`config.mk`:
```
export PLATFORM = sky130hd
export DESIGN_NAME = skolem_vec_sweeper
export DESIGN_NICKNAME = d
export VERILOG_FILES = /design/src/rtl/skolem_chk_pkg.sv /design/src/rtl/skolem_vec_sweeper.sv
export SDC_FILE = /design/constraint.sdc
export NUM_CORES = 1
export LEC_CHECK = 0
export BUFFER_PORTS_ARGS = -buffer_cell sky130_fd_sc_hd__buf_4
export CORE_AREA = 2 2 39 41
export CTS_CLUSTER_DIAMETER = 30
export DETAILED_ROUTE_END_ITERATION = 10
export DIE_AREA = 0 0 41 43
export HOLD_SLACK_MARGIN = 0.15
export PLACE_DENSITY = 0.47
export SYNTH_ARGS = -nofsm -noshare
export SYNTH_HDL_FRONTEND = slang
export SYNTH_SLANG_ARGS = --single-unit
```
`constraint.sdc`:
```
create_clock -name clk -period 1.75 [get_ports clk]
set_input_delay 0.525 -clock clk [delete_from_list [all_inputs] [get_ports clk]]
set_output_delay 0.525 -clock clk [all_outputs]
set_load 0.1 [all_outputs]
```
`src/rtl/skolem_chk_pkg.sv`:
```
// Shared types and sizing helpers for the Skolem truth-table checker.
// The default vector count matches a 6-input Skolem block.
package skolem_chk_pkg;

  typedef enum logic [1:0] {
    IDLE,
    SETTLE,
    SAMPLE,
    REPORT
  } state_t;

  localparam int DEF_NUM_IN = 6;
  localparam int NUM_VEC = 2**DEF_NUM_IN;

  function automatic int num_vec(input int n);
    return 2**n;
  endfunction

endpackage

```
`src/rtl/skolem_vec_sweeper.sv`:
```
// Input-vector counter, settle timer and last-vector flag for the checker.
// The vector stops at all-ones; it never wraps back to zero.
module skolem_vec_sweeper
  import skolem_chk_pkg::*;
#(
  parameter int NUM_IN        = 6,
  parameter int SETTLE_CYCLES = 1
) (
  input  logic              clk,
  input  logic              rst,
  input  logic              clr,
  input  logic              settling,
  input  logic              step,
  output logic [NUM_IN-1:0] drv_vec,
  output logic              settle_done,
  output logic              last
);

  localparam int SW =
    (SETTLE_CYCLES > 1) ? $clog2(SETTLE_CYCLES) : 1;
  localparam logic [NUM_IN-1:0] VEC_ONE = 1;
  localparam logic [SW-1:0] CNT_ONE = 1;
  localparam logic [SW-1:0] CNT_END = SW'(SETTLE_CYCLES - 1);

  logic [SW-1:0] settle_cnt;

  assign settle_done = (settle_cnt == CNT_END);
  assign last        = &drv_vec;

  always_ff @(posedge clk) begin
    if (rst || clr) begin
      drv_vec    <= '0;
      settle_cnt <= '0;
    end else if (step) begin
      settle_cnt <= '0;
      if (!last)
        drv_vec <= drv_vec + VEC_ONE;
    end else if (settling && !settle_done) begin
      settle_cnt <= settle_cnt + CNT_ONE;
    end
  end

endmodule

```
==> results.py <==
metrics = {
    "run_status": {
        "run_status": "finished with violations",
        "violations": "setup timing",
    },
    "yosys": {
        "synth_nets": 43,
        "netlist_area_um2": 374,
        "synth_top_area_cell": "dfxtp_1",
        "synth-seq-cells": 7,
        "yosysWarnings": 0,
        "async_reset_ff_share_pct": 0,
        "synth_top_area_share_pct": 37.5,
        "synth_edf_count": 0,
        "yosysSeqAreaShare_pct": 37.5,
        "synth_area_leaders": "dfxtp_1 37%, mux2i_1 8.0%, a2111oi_4 7.4%, a31oi_4 5.7%, a311oi_1 4.7%",
        "syn-instance-count": 37,
        "synthDistinctLibCells": 19,
        "syn-mean-instance-area_um2": 10.1,
        "synthFlopType": "dfxtp_1",
    },
    "global_route": {
        "grt_pass1_vias": 297,
        "grt_pass1_wl_um": 1240,
        "grt_max_degree": 8,
        "grt_antenna_before_repair": 0,
        "grt_use_total_pct": 10.9,
        "grt_overflow": 0,
    },
    "timing": {
        "period_needed_ns": 1.79,
        "final_hold_viol_count": 0,
        "worstMarginPinSlew_ns": 0.290,
        "timing.final.crit_share_pct": 102,
        "whs_ns": 0.429,
        "finalClockSkew_ns": 0.00498,
        "rsz0062_at_grt": "true",
        "finalWorstSetupSlack_ns": -0.0400,
        "final_max_slew_viol_count": 0,
        "setup_viol": 1,
        "max-slew-margin-rel_pct": 80.4,
        "max_freq_ghz": 0.559,
    },
    "die": {
        "ios": 13,
        "rows": 14,
        "dieHeight_um": 43,
        "die_area_mm2": 0.00176,
        "core_area_mm2": 0.00138,
        "die_width_um": 41,
        "initial_core_util_pct": 27.0,
    },
    "place": {
        "dp_hpwl_um": 640,
        "routabilityCongestion": 0.620,
        "post_dp_cell_area_um2": 527,
        "placement.io_buffers": 12,
    },
    "power": {
        "power.density_mw_per_mm2": 604,
        "swShare_pct": 26.0,
        "total_power_uw": 351,
        "switching_power_uw": 91.3,
        "internal_power_uw": 260,
        "ir_worst_vdd_v": 0.000295,
        "p_clk_share_pct": 43.0,
        "p_comb_share_pct": 12.1,
        "leakage_uw": 0.000221,
        "p_seq_share_pct": 44.9,
    },
    "layout": {
        "final_layout_size_suffix_gt1_share_pct": 57.1,
        "area_delta_synth_final_pct": 55.2,
        "fin_nets": 63,
        "fillCellCount": 150,
        "final_common_cell": "buf_4",
        "diodes": 0,
        "layout_common_cells": "14 x buf_4, 4 x inv_1, 4 x nand2_1, 4 x dfxtp_4",
        "final_cell_area_um2": 581,
    },
    "route": {
        "dr.pass1.iters": 1,
        "drc": 0,
        "drt-met1-wl_um": 381,
        "via_per_inst": 4.67,
        "postRouteAntennaNets": 0,
        "vias": 336,
        "wire_per_inst_um": 11.3,
        "drtIter0Drc": 0,
        "wl_met3_um": 42,
        "finalWirelength_um": 816,
        "wl_met2_um": 389,
        "top_layer": "met4",
    },
    "clock_tree": {
        "path_clk_slew_ns": 0.06,
        "htree_levels": 1,
        "root_buffer": "clkbuf_4",
        "cts_buffer_depth": 2,
        "cts_tree": "yes",
        "cts_buffers": 3,
        "clk_latency_ns": 0.25,
        "clock_sinks": 7,
    },
    "worst_setup_path": {
        "rr_endpoint": "drv_vec[5]$_SDFFE_PP0P_",
        "cp-end-kind": "output port",
        "cp-start-kind": "flip-flop",
        "path_max_fanout": 3,
        "required_ns": 1.22,
        "r2r-start": "drv_vec[0]$_SDFFE_PP0P_",
        "r2r_setup_slack_ns": 0.33,
        "crit_arrival_ns": 1.27,
        "crit_type": "flip-flop to output port",
        "rr_worst_depth": 5,
    },
    "min_path": {
        "hold_depth": 2,
        "hp-class": "input port to flip-flop",
        "min_to": "settle_cnt$_SDFFE_PP0P_",
        "min_from": "settling",
    },
    "run": {
        "cap_violations": 0,
    },
}
-- sequential cells by signal (all words and copies together), names as in the netlist --
name and count:
settle_cnt 1, drv_vec 6
-- power groups by stage --
stage	combinational (µW)	clock (µW)	sequential [µW]
after floorplan	12.1	0	174
after global placement	38.4	0	162
after detailed placement	38.9	0	163
after CTS	42.8	156	158
after global routing	46.0	168	158
final	42.4	151	158
-- per-layer routing --
layer / vias to the layer above / track usage, %
met1: 149 / 15.4
met5: - / 0
met2: 8 / 13.4
li1: 177 / -
met4: 0 / 8.00
met3: 2 / 3.14
-- cells in the mapped netlist, drive strengths merged (2+ instances only) --
library cell,instances
or3,2
a21oi,3
mux2i,3
and3,3
dfxtp,7
inv,4
nand2,4
a311oi,2
-- how the worst max path moves through the flow --
stage / from / depth (start not counted) / endpoint
2_1_floorplan: drv_vec[1]$_SDFFE_PP0P_ / 3 / last
3_3_place_gp: drv_vec[1]$_SDFFE_PP0P_ / 4 / last
3_5_place_dp: drv_vec[1]$_SDFFE_PP0P_ / 4 / last
4_1_cts: drv_vec[0]$_SDFFE_PP0P_ / 4 / last
5_1_grt: drv_vec[0]$_SDFFE_PP0P_ / 4 / last
6_report: drv_vec[0]$_SDFFE_PP0P_ / 4 / last
-- through the flow --
step / util [%] / cells / setup WS [ns] / setup TNS [ns]
global route: 42.0 / 72 / -0.0775 / -0.0775
CTS: 42.0 / 72 / -0.0583 / -0.0583
global placement: 38.1 / 66 / 0.101 / 0
floorplan: - / 37 / -0.123 / -0.123
detailed placement: 38.1 / 66 / 0.0909 / 0
finish: 42.0 / 72 / -0.0400 / -0.0400
-- layout make-up --
cell class	count	area (µm²)	share of cell area, %
multi-input cells	26	236	40.7
repair buffers	15	125	21.6
clock buffers	4	26.3	4.53
inverters	4	15.0	2.59
well taps	16	20.0	3.45
flip-flops and latches	7	158	27.2
-- worst max-delay path, cell delays in order (launching register included) --
cell and delay (ns):
dfxtp_4 0.36, ha_4 0.13, and3_4 0.17, and3_4 0.19
buf_12 0.17
-- repair_timing --
| item | CTS | global route |
|---|---|---|
| gates resized for setup | 3 | 0 |
| hold buffers | 0 | 0 |
| buffers inserted | 2 | 0 |
| pin swaps | 2 | 0 |
| setup endpoints to repair | 1 | 1 |
-- logic make-up after synthesis --
family / after synthesis / synth area share (%)
multiplexers: 3 / 8.03
AND/OR/NAND/NOR: 15 / 25.4
AO/OA/AOI/OAI: 7 / 21.7
buffers and inverters: 4 / 4.01
adder cells (fa/ha/maj): 1 / 3.34
flip-flops: 7 / 37.5
No activity file was read; power rests on OpenSTA's default activity.
